==> src/rtl/prep_prescale_timer_pkg.sv <==
// rtl/prep_prescale_timer_pkg.sv - shared types and constants for the prescale timer
package prep_prescale_timer_pkg;

  localparam int WIDTH_DEF = 16;

  typedef enum logic {
    IDLE = 1'b0,
    RUN  = 1'b1
  } state_t;

  localparam logic ONESHOT  = 1'b0;
  localparam logic PERIODIC = 1'b1;

endpackage

==> src/rtl/prep_prescale_timer.sv <==
// rtl/prep_prescale_timer.sv - reloadable down-counting prescaler emitting a one-cycle TC strobe
module prep_prescale_timer
  import prep_prescale_timer_pkg::*;
#(
  parameter int WIDTH = WIDTH_DEF
) (
  input  logic             CLK,
  input  logic             RST,
  input  logic             LD,
  input  logic [WIDTH-1:0] D,
  input  logic             START,
  input  logic             STOP,
  input  logic             MODE,
  input  logic             EN_IN,
  output logic [WIDTH-1:0] Q,
  output logic             TC,
  output logic             BUSY
);

  state_t           state_q, state_d;
  logic [WIDTH-1:0] q_q, q_d;
  logic [WIDTH-1:0] r_q, r_d;
  logic             tc_q, tc_d;
  logic             busy_q, busy_d;
  logic [WIDTH-1:0] start_val;

  // Next-state for reload register, counter, FSM and registered strobes
  always_comb begin
    state_d = state_q;
    q_d     = q_q;
    tc_d    = 1'b0;
    r_d     = LD ? D : r_q;
    // A START in the same cycle as LD takes D directly so the new value is not a cycle late
    start_val = LD ? D : r_q;

    if (STOP) begin
      state_d = IDLE;
    end else if (START) begin
      // Restart wins over a pending zero, so no TC is produced here
      state_d = RUN;
      q_d     = start_val;
    end else if (state_q == RUN && EN_IN) begin
      if (q_q != '0) begin
        q_d = q_q - WIDTH'(1);
      end else begin
        tc_d = 1'b1;
        if (MODE == PERIODIC) begin
          // Auto-reload uses the register value; an LD this cycle applies from the next reload
          q_d = r_q;
        end else begin
          state_d = IDLE;
          q_d     = '0;
        end
      end
    end

    busy_d = (state_d == RUN);
  end

  // State and output registers, asynchronously cleared
  always_ff @(posedge CLK or posedge RST) begin
    if (RST) begin
      state_q <= IDLE;
      q_q     <= '0;
      r_q     <= '0;
      tc_q    <= 1'b0;
      busy_q  <= 1'b0;
    end else begin
      state_q <= state_d;
      q_q     <= q_d;
      r_q     <= r_d;
      tc_q    <= tc_d;
      busy_q  <= busy_d;
    end
  end

  assign Q    = q_q;
  assign TC   = tc_q;
  assign BUSY = busy_q;

endmodule
==> config.mk <==
export PLATFORM = sky130hd
export DESIGN_NAME = prep_prescale_timer
export DESIGN_NICKNAME = d
export VERILOG_FILES = /design/src/rtl/prep_prescale_timer_pkg.sv /design/src/rtl/prep_prescale_timer.sv
export SDC_FILE = /design/constraint.sdc
export NUM_CORES = 1
export LEC_CHECK = 0
export BUFFER_PORTS_ARGS = -buffer_cell sky130_fd_sc_hd__clkbuf_2
export CORE_ASPECT_RATIO = 1.1
export CORE_MARGIN = 2
export CORE_UTILIZATION = 30
export CTS_CLUSTER_SIZE = 16
export DETAILED_ROUTE_END_ITERATION = 8
export GPL_ROUTABILITY_DRIVEN = 0
export PLACE_DENSITY = 0.48
export REMOVE_ABC_BUFFERS = 1
export SETUP_SLACK_MARGIN = 0.3
export SLEW_MARGIN = 20
export SYNTH_ARGS = -nofsm -noshare
export SYNTH_HDL_FRONTEND = slang
export SYNTH_SLANG_ARGS = --single-unit
export TNS_END_PERCENT = 1
==> constraint.sdc <==
create_clock -name CLK -period 1.7 [get_ports CLK]
set_input_delay 0.17 -clock CLK [delete_from_list [all_inputs] [get_ports CLK]]
set_output_delay 0.17 -clock CLK [all_outputs]
set_load 0.02 [all_outputs]
# Yosys cells after proc, flatten, opt, wreduce, memory -nomap -nowiden
# Index checks and enable logic that the tools add are counted.
dict set report classes {
  n_addsub 1
  eq_ne 2
  n_mux 14
  bitwise 1
  reduce_logical 6
}
# operator n
set op_table {}
lappend op_table {{$mux 16} 5}
lappend op_table {{$reduce_bool 16->1} 1}
lappend op_table {{$sub 16x1->16 const B} 1}
lappend op_table {{$mux 1} 9}
lappend op_table {{$ne 3x3->1 const B} 2}
lappend op_table {{$reduce_and 3->1} 1}
lappend op_table {{$reduce_bool 3->1} 1}
lappend op_table {{$reduce_and 2->1} 1}
lappend op_table {{$reduce_bool 2->1} 1}
lappend op_table {{$logic_and 1x1->1} 1}
lappend op_table {{$not 1->1} 1}
dict set report word_totals {
  ff_bits 34
  inputBits 23
  output_inout_bits 18
  wordCells 28
}

# Longest topological paths before layout
# Gate-level depths: netlist of the first run.
dict set report logic_depth {
  ltp_word 5
  mapped_depth 9
  mapped_depth_nobuf 7
}

# Worst setup path after synthesis of the first run
# OpenSTA, ideal clock, no wires.
dict set report synth_path {
  path_type {reg-to-reg}
  from {register q_q[0] (netlist: Q[0])}
  to {register q_q[0] (netlist: Q[0])}
  setup_time_ps 134
  t_arrival_ps 1782
  required_ps 1566
  path_slack_ps -216
  stages_incl_launch_ff 10
  n_path_buf 2
  synth_period_minus_slack_ps 1916
  cell_sequence {dfrtp_1 inv_1 ha_1 nor3b_1 and4_1 buf_4 buf_6 a211oi_1 a21oi_1 o22ai_1}
}
dict set report synth_via {
  elab_chain_len 4
  word_cells_on_any_way 5
  cone_classes {add/sub: 1; mux: 3; reduce/logical: 1}
}
# element line_no
set synth_lines {}
lappend synth_lines {{start: declaration} prep_prescale_timer.sv:21} ;# logic [WIDTH-1:0] q_q, q_d;
lappend synth_lines {{start signal: assignment} prep_prescale_timer.sv:70} ;# q_q <= q_d;
lappend synth_lines {{$sub 16x1->16 or $reduce_bool 16->1 (tied branches)} {prep_prescale_timer.sv:44, prep_prescale_timer.sv:43}}
lappend synth_lines {{$mux 16 *} prep_prescale_timer.sv:43} ;# if (q_q != '0) begin
lappend synth_lines {{$mux 16 *} prep_prescale_timer.sv:42} ;# end else if (state_q == RUN && EN_IN) begin
lappend synth_lines {{$mux 16 *} prep_prescale_timer.sv:38} ;# end else if (START) begin
# Every way passes the cells marked *; elsewhere a longest branch is shown, timed or not. The select of a mux whose other input is x is not followed.
# A chain may end at the register's enable or synchronous reset.

# Worst setup path in the final report of the first run
dict set report layout_path {
  from {register q_q[11] (netlist: Q[11])}
  to {register q_q[13] (netlist: Q[13])}
}
# Same word-level chain as after synthesis.

==> results of run 1 <==
==> routing by layer <==
metal  share of wire [%]  wire length [µm]  up-vias  track usage [%]
met5                   0                 0        -                0
met4                0.88                58        0             7.09
met3                 4.4               287        4             3.13
met2                  51              3350       57             33.4
met1                  44              2870     1001             24.9
li1                    -                 -      975                -
==> critical path, cell delays in order (launching register included) <==
cell,delay (ns)
sky130_fd_sc_hd__dfrtp_1,0.41
sky130_fd_sc_hd__nor4_2,0.27
sky130_fd_sc_hd__buf_4,0.16
sky130_fd_sc_hd__and4_4,0.24
sky130_fd_sc_hd__buf_6,0.10
sky130_fd_sc_hd__buf_6,0.09
sky130_fd_sc_hd__and3_4,0.18
sky130_fd_sc_hd__a211oi_2,0.03
sky130_fd_sc_hd__o22ai_1,0.24
==> cell usage in the layout, fill, tap and decap left out, types with 4 or more instances in the layout <==
cell type | netlist | final
sky130_fd_sc_hd__nor2_1 | 24 | 23
sky130_fd_sc_hd__and3_1 | 6 | 4
sky130_fd_sc_hd__clkbuf_8 | 0 | 5
sky130_fd_sc_hd__xnor2_1 | 4 | 4
sky130_fd_sc_hd__a31oi_1 | 4 | 4
sky130_fd_sc_hd__a21oi_1 | 19 | 15
sky130_fd_sc_hd__clkbuf_2 | 0 | 40
sky130_fd_sc_hd__a21oi_2 | 0 | 4
sky130_fd_sc_hd__nor3_1 | 9 | 6
sky130_fd_sc_hd__mux2_2 | 16 | 16
sky130_fd_sc_hd__o22ai_1 | 7 | 7
sky130_fd_sc_hd__buf_4 | 1 | 52
sky130_fd_sc_hd__nand2_1 | 13 | 13
sky130_fd_sc_hd__o21ai_0 | 8 | 6
sky130_fd_sc_hd__o31ai_1 | 5 | 5
sky130_fd_sc_hd__a311oi_1 | 4 | 4
sky130_fd_sc_hd__nand3_1 | 4 | 4
sky130_fd_sc_hd__dfrtp_1 | 34 | 34
==> cells by family after synthesis <==
kind of cell    synth area share [%]
simple gates                    22.1
compound gates                  18.2
flops                           42.9
mux                             9.58
buf+inv                         4.22
xor+xnor                        1.77
fa+ha+maj                       1.26
==> area by class of cell <==
cell class                 count  area, µm²
timing repair buffer          97        649
tap                           82        103
multi-input combinational    160       1170
inverter                       4       15.0
fill                         647       3610
sequential                    34        851
clock buffer                   7       76.3
==> flip-flops by register name (all words and copies together), names as in the netlist <==
| name | flops |
|---|---|
| TC | 1 |
| Q | 16 |
| BUSY | 1 |
| r_q | 16 |
==> metrics by stage <==
step                      util, %  worst slack [ns]  setup TNS (ns)
after floorplan                 -            -0.466           -4.33
after global placement       40.0            -0.135           -1.02
after detailed placement     40.0            -0.215           -1.61
after CTS                    42.7            -0.116          -0.731
after global routing         44.2            -0.230           -2.52
final                        44.2            -0.135          -0.629
==> how the worst max path moves through the flow <==
stage,from,end,slack (ns),cells after the start
2_1_floorplan,Q[0],Q[15],-0.47,7
3_3_place_gp,Q[11],Q[3],-0.14,7
3_5_place_dp,Q[1],Q[15],-0.22,7
4_1_cts,Q[1],Q[5],-0.12,6
5_1_grt,Q[8],Q[13],-0.23,7
6_report,Q[11],Q[13],-0.13,8
==> power by group through the flow <==
stage / registers [W] / logic [W] / clock network [W]
5_1_grt: 0.00105 / 0.00111 / 0.000629
3_5_place_dp: 0.00104 / 0.000945 / 0
2_1_floorplan: 0.00117 / 0.000328 / 0
3_3_place_gp: 0.00104 / 0.000941 / 0
4_1_cts: 0.00103 / 0.000977 / 0.000600
6_report: 0.00104 / 0.00102 / 0.000577
==> timing repair <==
action	CTS	global route
hold endpoints to repair	34	0
pin swaps	11	11
endpoints found under the setup margin	18	18
hold buffers	1	0
buffers inserted	3	3
resized for setup	14	20
==> metrics.csv, run 1 <==
stage;metric;value;unit
yosys;sequential cell area fraction in the yosys report;42.9;%
yosys;async set-or-reset flop fraction in the synthesized netlist;100;%
global_routing;largest net degree at the start of global routing;35;
die;initial core utilization;30.6;%
critical_path;startpoint type of the worst setup path;flop;
timing;Final Hold Violating Endpoints;0;
yosys;post-synthesis area per instance;9.49;µm²
clock_tree;CTS Buffer Depth;2;
global_routing;GRT Resource Usage Total;19.5;%
min_path;Hold Path Cell Cnt;2;
timing;final worst setup slack;-0.135;ns
yosys;Post-synth EDFFs;0;
placed_design;Detail Placement HPWL;4850;µm
power;switching share of total power;36.1;%
drt;detailed-routing iteration count for the pre-antenna-repair pass;4;
power;worst voltage drop across the vdd grid;0.398;mV
yosys;biggest area contributors in the synthesized netlist;sky130_fd_sc_hd__dfrtp_1 43%, sky130_fd_sc_hd__mux2_2 9.1%, sky130_fd_sc_hd__a21oi_1 4.8%;
power;part of the power in combinational logic;38.7;%
critical_path;Worst Path Arrival;2.02;ns
power;switching power summed over all nets;0.000951;W
global_routing;overall overflow remaining after global route;0;
layout;fraction of layout cells with a size suffix above 1;48.7;%
die;cell row count;31;
timing;number of endpoints failing setup at the final stage;9;
critical_path;biggest fanout along the worst timing path;3;
power;total design power;0.00264;W
power;share of power burned in registers;39.4;%
critical_path;critical path capture point type;flop;
yosys;cell with the most instances after synthesis;sky130_fd_sc_hd__dfrtp_1;
die;vertical die dimension;89.3;µm
clock_tree;clock root cell;sky130_fd_sc_hd__clkbuf_8;
yosys;gate count after technology mapping;209;
min_path;hold endpoint;r_q[14];
min_path;min-delay worst type;input port to flop;
yosys;cell area after technology mapping;0.00198;mm²
yosys;largest area contributor in the synthesized netlist;sky130_fd_sc_hd__dfrtp_1;
power;Internal Pwr Total;0.00169;W
power;clock network power share;21.9;%
power;power density cells;921;mW/mm²
yosys;portion of synthesized cell area occupied by the leading cell type;42.9;%
yosys;Most used DFF post-synth;sky130_fd_sc_hd__dfrtp_1;
critical_path;critical path required time;1.88;ns
clock_tree;Clk Latency, worst-skew pair;0.29;ns
run;# Max-Cap Violations;0;
timing;Final Cycle Share;108;%
drt;Final ANT Viol Nets;0;
timing;worst slack on hold paths;0.132;ns
timing;Worst Max-Slew Pin Slew;0.458;ns
critical_path;endpoint of the worst-slack reg-to-reg timing path;Q[13];
outcome;violated checks;setup timing;
timing;max frequency;545;MHz
global_routing;global-route wire length before repair;10500;µm
critical_path;FF-to-FF Start;Q[11];
timing;Max Slew Vio Count;0;
die;Top Ports;41;
clock_tree;total CTS buffers;5;
die;area enclosed by the die boundary;0.00728;mm²
drt;mean routed wirelength per cell;17.1;µm
clock_tree;deepest level of the CTS H-tree;2;
placed_design;Port-buffer cells;40;
yosys;Yosys warning total;0;
global_routing;vias in the first global route;2022;
critical_path;depth of the worst register-to-register path;8;
timing;worst slew slack as a fraction of its limit;69.5;%
die;Die W;81.5;µm
drt;1st-iter DRT viols;87;
power;total leakage power;1.26;nW
layout;growth of design area from synthesis to finish;44.3;%
min_path;startpoint of the worst hold path;D[14];
drt;routed vias;2037;
critical_path;kind of critical path;flop to flop;
drt;vias per cell;5.30;
timing;RSZ-0062 raised after global routing;true;
layout;non-filler instance count after layout;384;
drt;total wire length after detailed routing;6570;µm
yosys;Post-synth top cells;34 x sky130_fd_sc_hd__dfrtp_1, 24 x sky130_fd_sc_hd__nor2_1, 19 x sky130_fd_sc_hd__a21oi_1;
drt;DRC Markers;0;
outcome;run status;complete, but fails checks;
critical_path;slack of the worst reg-to-reg path;-0.13;ns
clock_tree;clock tree from TritonCTS;yes;
layout;NumNets Final;327;
yosys;number of distinct library cell variants in the gate-level netlist after synthesis;43;
die;core area;0.00648;mm²
global_routing;initial antenna violation count;0;
layout;antenna cells;0;
yosys;register bit count reported by yosys;34;
clock_tree;Clock Sink Count;34;
timing;minimum clock period after layout;1.83;ns
placed_design;Placed Instance Area;0.00259;mm²
layout;Layout Cell Area excl Fill;0.00286;mm²
placed_design;post-placement cell count;370;
clock_tree;Reg clk slew, reported paths;0.07;ns
timing;clock tree skew after final layout;0.00507;ns
No activity file was read; power rests on OpenSTA's default activity.
==> run 2, diff against run 1 <==
- MAX_ROUTING_LAYER: unset -> met4
==> run 2 against run 1 <==
  * The flow still finishes with violations (setup timing)
  * Die area stayed put
  * Register-to-register slack hardly changed
  * Clock-buffer cell count stayed put
  * Final cell count stayed put
  * Clock power hardly changed
  * First-iteration DRC count is 15% higher
  * Combinational power hardly changed
  * Worst setup slack hardly changed
  * Cell area stayed put
  * Hold slack hardly changed
  * Fmax hardly changed
  * Critical endpoint is now Q[5]
  * Largest power group unchanged
==> metrics.csv, run 2 (synthesized netlist as in run 1, its figures left out) <==
stage;metric;value;unit
timing;Max Slew Vio Count;0;
placed_design;Port-buffer cells;40;
clock_tree;Clock Sink Count;34;
timing;minimum clock period after layout;1.83;ns
critical_path;biggest cell delay along the critical path;0.54;ns
layout;fraction of layout cells with a size suffix above 1;48.7;%
critical_path;biggest fanout along the worst timing path;5;
clock_tree;clock root cell;sky130_fd_sc_hd__clkbuf_8;
drt;top routing layer used;met4;
layout;Layout Cell Area excl Fill;0.00286;mm²
clock_tree;total CTS buffers;5;
critical_path;Cell Chain, Critical Path;buf_4, or4_4, or3_4, a21oi_2, a311oi_1, nor3_1;
timing;max frequency;545;MHz
layout;highest-count cells in the layout ignoring fill and taps;52 x sky130_fd_sc_hd__buf_4, 40 x sky130_fd_sc_hd__clkbuf_2, 34 x sky130_fd_sc_hd__dfrtp_1, 23 x sky130_fd_sc_hd__nor2_1, 16 x sky130_fd_sc_hd__mux2_2;
run;# Max-Cap Violations;0;
global_routing;largest net degree at the start of global routing;35;
clock_tree;Reg clk slew, reported paths;0.07;ns
power;total design power;0.00263;W
timing;Final Cycle Share;108;%
drt;routed length on met3;290;µm
clock_tree;Clk Latency, worst-skew pair;0.29;ns
die;core area;0.00648;mm²
timing;RSZ-0062 raised after global routing;true;
global_routing;global-route wire length before repair;10500;µm
layout;antenna cells;0;
global_routing;GRT Resource Usage Total;20.1;%
global_routing;vias in the first global route;2028;
layout;NumNets Final;327;
power;power density cells;919;mW/mm²
critical_path;critical path capture point type;flop;
timing;Final Hold Violating Endpoints;0;
die;Die W;81.5;µm
drt;sum of met2 wire segment lengths after detailed routing;3370;µm
die;initial core utilization;30.6;%
critical_path;critical path required time;1.91;ns
drt;detailed-routing iteration count for the pre-antenna-repair pass;4;
drt;Routed met1 length;2840;µm
die;cell row count;31;
drt;DRC Markers;0;
drt;routed vias;2040;
critical_path;kind of critical path;flop to flop;
placed_design;Detail Placement HPWL;4850;µm
drt;Final ANT Viol Nets;0;
die;Top Ports;41;
layout;most common cell after layout, fill and taps aside;sky130_fd_sc_hd__buf_4;
global_routing;overall overflow remaining after global route;0;
critical_path;startpoint type of the worst setup path;flop;
outcome;violated checks;setup timing;
min_path;min-delay worst type;input port to flop;
timing;worst slew slack as a fraction of its limit;69.7;%
clock_tree;clock tree from TritonCTS;yes;
power;total leakage power;1.26;nW
critical_path;Worst Path Arrival;2.04;ns
drt;total wire length after detailed routing;6570;µm
drt;vias per cell;5.31;
placed_design;Placed Instance Area;0.00259;mm²
clock_tree;deepest level of the CTS H-tree;2;
layout;growth of design area from synthesis to finish;44.3;%
outcome;run status;complete, but fails checks;
clock_tree;CTS Buffer Depth;2;
drt;1st-iter DRT viols;100;
layout;final core area utilization;44.2;%
timing;clock tree skew after final layout;0.00411;ns
timing;final worst setup slack;-0.135;ns
critical_path;CP max stage cell;sky130_fd_sc_hd__or4_4;
power;worst voltage drop across the vdd grid;0.398;mV
die;vertical die dimension;89.3;µm
drt;mean routed wirelength per cell;17.1;µm
timing;number of endpoints failing setup at the final stage;9;
timing;Worst Max-Slew Pin Slew;0.454;ns
die;area enclosed by the die boundary;0.00728;mm²
global_routing;initial antenna violation count;0;
## run 2: cell counts in the layout (fill, tap and decap cells not counted)
No cell type changed its count.
## run 2: what timing repair did
action                                 4_1_cts  5_1_grt
setup endpoints to repair                   18       18
hold buffers                                 1        0
gates resized for setup                     14       20
pin swaps                                   11       11
endpoints found under the hold margin       34        0
buffers inserted                             3        3
## run 2: final timing paths
check,start,endpoint,slack [ns],depth (start not counted)
max,Q[1],Q[5],-0.13,6
min,D[14],r_q[14],0.13,2
max reg2reg,Q[1],Q[5],-0.13,6
min reg2reg,r_q[2],r_q[2],0.52,1
max in group asynchronous,RST,r_q[12],0.86,4
min in group asynchronous,RST,r_q[7],0.52,4
## run 2: final cells by class
cell class / instances / area [µm²]
fillers: 647 / 3610
clock buffers: 7 / 76.3
repair buffers: 97 / 649
multi-input cells: 160 / 1170
flip-flops and latches: 34 / 851
well taps: 82 / 103
inverters: 4 / 15.0
## run 2: metal layers
metal	vias to the layer above	GRT usage (%)
met5	-	-
met3	6	3.13
met1	1008	24.8
li1	973	-
met2	53	33.3
met4	0	7.09
## run 2: power by group
| group | switching (W) | total, W | internal (W) |
|---|---|---|---|
| Combinational | 0.000539 | 0.00102 | 0.000480 |
| Clock | 0.000293 | 0.000575 | 0.000282 |
| Sequential | 0.000116 | 0.00104 | 0.000923 |
| Total | 0.000948 | 0.00263 | 0.00169 |
## run 2: critical path: cells and delay by family, from the launching register on
kind / cells / cell delay, ns
and+or+nand+nor: 3 / 1.04
buffers and inverters: 1 / 0.16
DFF: 1 / 0.38
AOI/OAI and AO/OA: 2 / 0.18
## run 2: per-stage QoR
stage	cells	worst slack (ns)	setup TNS [ns]	hold slack [ns]
detailed placement	370	-0.215	-1.61	0.287
global route	384	-0.230	-2.52	0.133
finish	384	-0.135	-0.584	0.131
global placement	370	-0.135	-1.02	0.280
floorplan	198	-0.466	-4.33	0.233
CTS	381	-0.116	-0.731	0.121
==> run 3, diff against run 2 <==
--- a/config.mk
+++ b/config.mk
@@ -7,5 +7,4 @@
 export LEC_CHECK = 0
 export BUFFER_PORTS_ARGS = -buffer_cell sky130_fd_sc_hd__clkbuf_2
-export CORE_ASPECT_RATIO = 1.1
 export CORE_MARGIN = 2
 export CORE_UTILIZATION = 30
==> constraint.sdc (replaced) <==
create_clock -name CLK -period 1.7 [get_ports CLK]
set_input_delay 0.17 -clock CLK [delete_from_list [all_inputs] [get_ports CLK]]
set_output_delay 0.17 -clock CLK [all_outputs]
set_load 0.005 [all_outputs]
==> run 3 against run 2 <==
  * The run still ends with setup timing left
  * Register-to-register slack about the same
  * Clock power rose by 0.7%
  * Via count fell by 2.2%
  * Combinational power fell by 5%
  * Utilization rose by 0.42 points
  * Total power decreased by 1.8%
  * Critical path type unchanged
==> metrics.csv, run 3 (synthesized netlist as in run 1, its figures left out) <==
stage;metric;value;unit
critical_path;startpoint type of the worst setup path;flop;
global_routing;largest net degree at the start of global routing;35;
global_routing;overall overflow remaining after global route;0;
die;cell row count;29;
drt;total wire length after detailed routing;6630;µm
global_routing;vias in the first global route;2001;
power;worst voltage drop across the vdd grid;0.374;mV
drt;mean routed wirelength per cell;17.5;µm
critical_path;Worst Path Arrival;2.05;ns
outcome;run status;complete, but fails checks;
outcome;violated checks;setup timing;
timing;clock tree skew after final layout;0.00918;ns
critical_path;kind of critical path;flop to flop;
die;Top Ports;41;
clock_tree;Reg clk slew, reported paths;0.08;ns
min_path;startpoint of the worst hold path;D[11];
clock_tree;clock root cell;sky130_fd_sc_hd__clkbuf_8;
critical_path;biggest fanout along the worst timing path;5;
timing;Final Hold Violating Endpoints;0;
power;total design power;0.00259;W
timing;final worst setup slack;-0.140;ns
clock_tree;CTS Buffer Depth;2;
layout;growth of design area from synthesis to finish;43.6;%
drt;routed vias;1996;
timing;Max Slew Vio Count;0;
critical_path;FF-to-FF Start;Q[0];
timing;worst slew slack as a fraction of its limit;70.0;%
layout;antenna cells;0;
clock_tree;deepest level of the CTS H-tree;2;
clock_tree;total CTS buffers;5;
layout;Layout Cell Area excl Fill;0.00285;mm²
min_path;hold endpoint;r_q[11];
layout;highest-count cells in the layout ignoring fill and taps;53 x sky130_fd_sc_hd__buf_4, 40 x sky130_fd_sc_hd__clkbuf_2, 34 x sky130_fd_sc_hd__dfrtp_1, 23 x sky130_fd_sc_hd__nor2_1, 18 x sky130_fd_sc_hd__a21oi_1;
min_path;Hold Path Cell Cnt;2;
placed_design;Port-buffer cells;40;
drt;1st-iter DRT viols;99;
power;power density cells;907;mW/mm²
critical_path;critical path required time;1.91;ns
layout;final core area utilization;44.6;%
clock_tree;Clk Latency, worst-skew pair;0.29;ns
drt;DRC Markers;0;
drt;Final ANT Viol Nets;0;
die;vertical die dimension;85.3;µm
layout;most common cell after layout, fill and taps aside;sky130_fd_sc_hd__buf_4;
global_routing;global-route wire length before repair;10800;µm
layout;fraction of layout cells with a size suffix above 1;48.2;%
layout;NumNets Final;326;
timing;minimum clock period after layout;1.84;ns
placed_design;Placed Instance Area;0.00258;mm²
clock_tree;Clock Sink Count;34;
timing;Worst Max-Slew Pin Slew;0.450;ns
die;core area;0.00639;mm²
critical_path;depth of the worst register-to-register path;6;
timing;Final Cycle Share;108;%
power;total leakage power;1.26;nW
global_routing;initial antenna violation count;0;
timing;RSZ-0062 raised after global routing;true;
critical_path;critical path capture point type;flop;
drt;vias per cell;5.28;
global_routing;GRT Resource Usage Total;19.7;%
timing;max frequency;544;MHz
critical_path;slack of the worst reg-to-reg path;-0.14;ns
timing;worst slack on hold paths;0.124;ns
die;initial core utilization;31.1;%
drt;detailed-routing iteration count for the pre-antenna-repair pass;4;
run;# Max-Cap Violations;0;
critical_path;endpoint of the worst-slack reg-to-reg timing path;Q[5];
placed_design;Detail Placement HPWL;4920;µm
timing;number of endpoints failing setup at the final stage;11;
min_path;min-delay worst type;input port to flop;
die;Die W;85.3;µm
clock_tree;clock tree from TritonCTS;yes;
die;area enclosed by the die boundary;0.00728;mm²
[run 3: what timing repair did]
action                     4_1_cts  5_1_grt
pin swaps                       13       14
buffers inserted                 0        6
gates cloned                     0        0
setup endpoints to repair       18       18
gates resized for setup         13       19
hold endpoints to repair        34        0
hold buffers                     1        0
[run 3: area by class of cell]
| type | instances | area (µm²) |
|---|---|---|
| inverter | 4 | 15.0 |
| tap | 77 | 96.3 |
| clock buffer | 5 | 68.8 |
| timing repair buffer | 96 | 634 |
| fill | 664 | 3540 |
| sequential | 34 | 851 |
| clock inverter | 2 | 10.0 |
| multi-input combinational | 160 | 1170 |
[run 3: how the worst max path moves through the flow]
stage	from	end	cells past startpoint
final	Q[0]	Q[5]	6
after global routing	Q[1]	Q[12]	10
after CTS	Q[0]	Q[5]	6
after detailed placement	Q[0]	Q[3]	8
after global placement	Q[1]	Q[5]	6
after floorplan	Q[0]	Q[15]	7
[run 3: layer usage]
metal | track usage [%] | routed length [µm] | vias up
met4 | 5.63 | 100 | 0
met1 | 26.9 | 3130 | 990
met3 | 3.50 | 242 | 9
met2 | 30.2 | 3150 | 31
met5 | - | 0 | -
li1 | - | - | 966
[run 3: per-stage QoR]
step,setup TNS [ns],instances,setup WS (ns)
detailed placement,-1.27,364,-0.171
finish,-0.662,378,-0.140
global placement,-0.941,364,-0.139
global route,-2.05,378,-0.230
CTS,-0.533,372,-0.115
floorplan,-3.00,198,-0.380
[run 3: power breakdown]
part | internal [W] | switching (W) | leakage (nW)
logic | 0.000494 | 0.000479 | 0.821
registers | 0.000922 | 0.000110 | 0.399
clock network | 0.000275 | 0.000304 | 0.0438
[run 3: worst max-delay path, cell delays in order, from the launching register on]
cell and delay, ns:
sky130_fd_sc_hd__dfrtp_1 0.40, sky130_fd_sc_hd__buf_6 0.14, sky130_fd_sc_hd__or4_4 0.55, sky130_fd_sc_hd__or3_1 0.32
sky130_fd_sc_hd__a21oi_1 0.13, sky130_fd_sc_hd__a311oi_1 0.06, sky130_fd_sc_hd__nor3_1 0.17
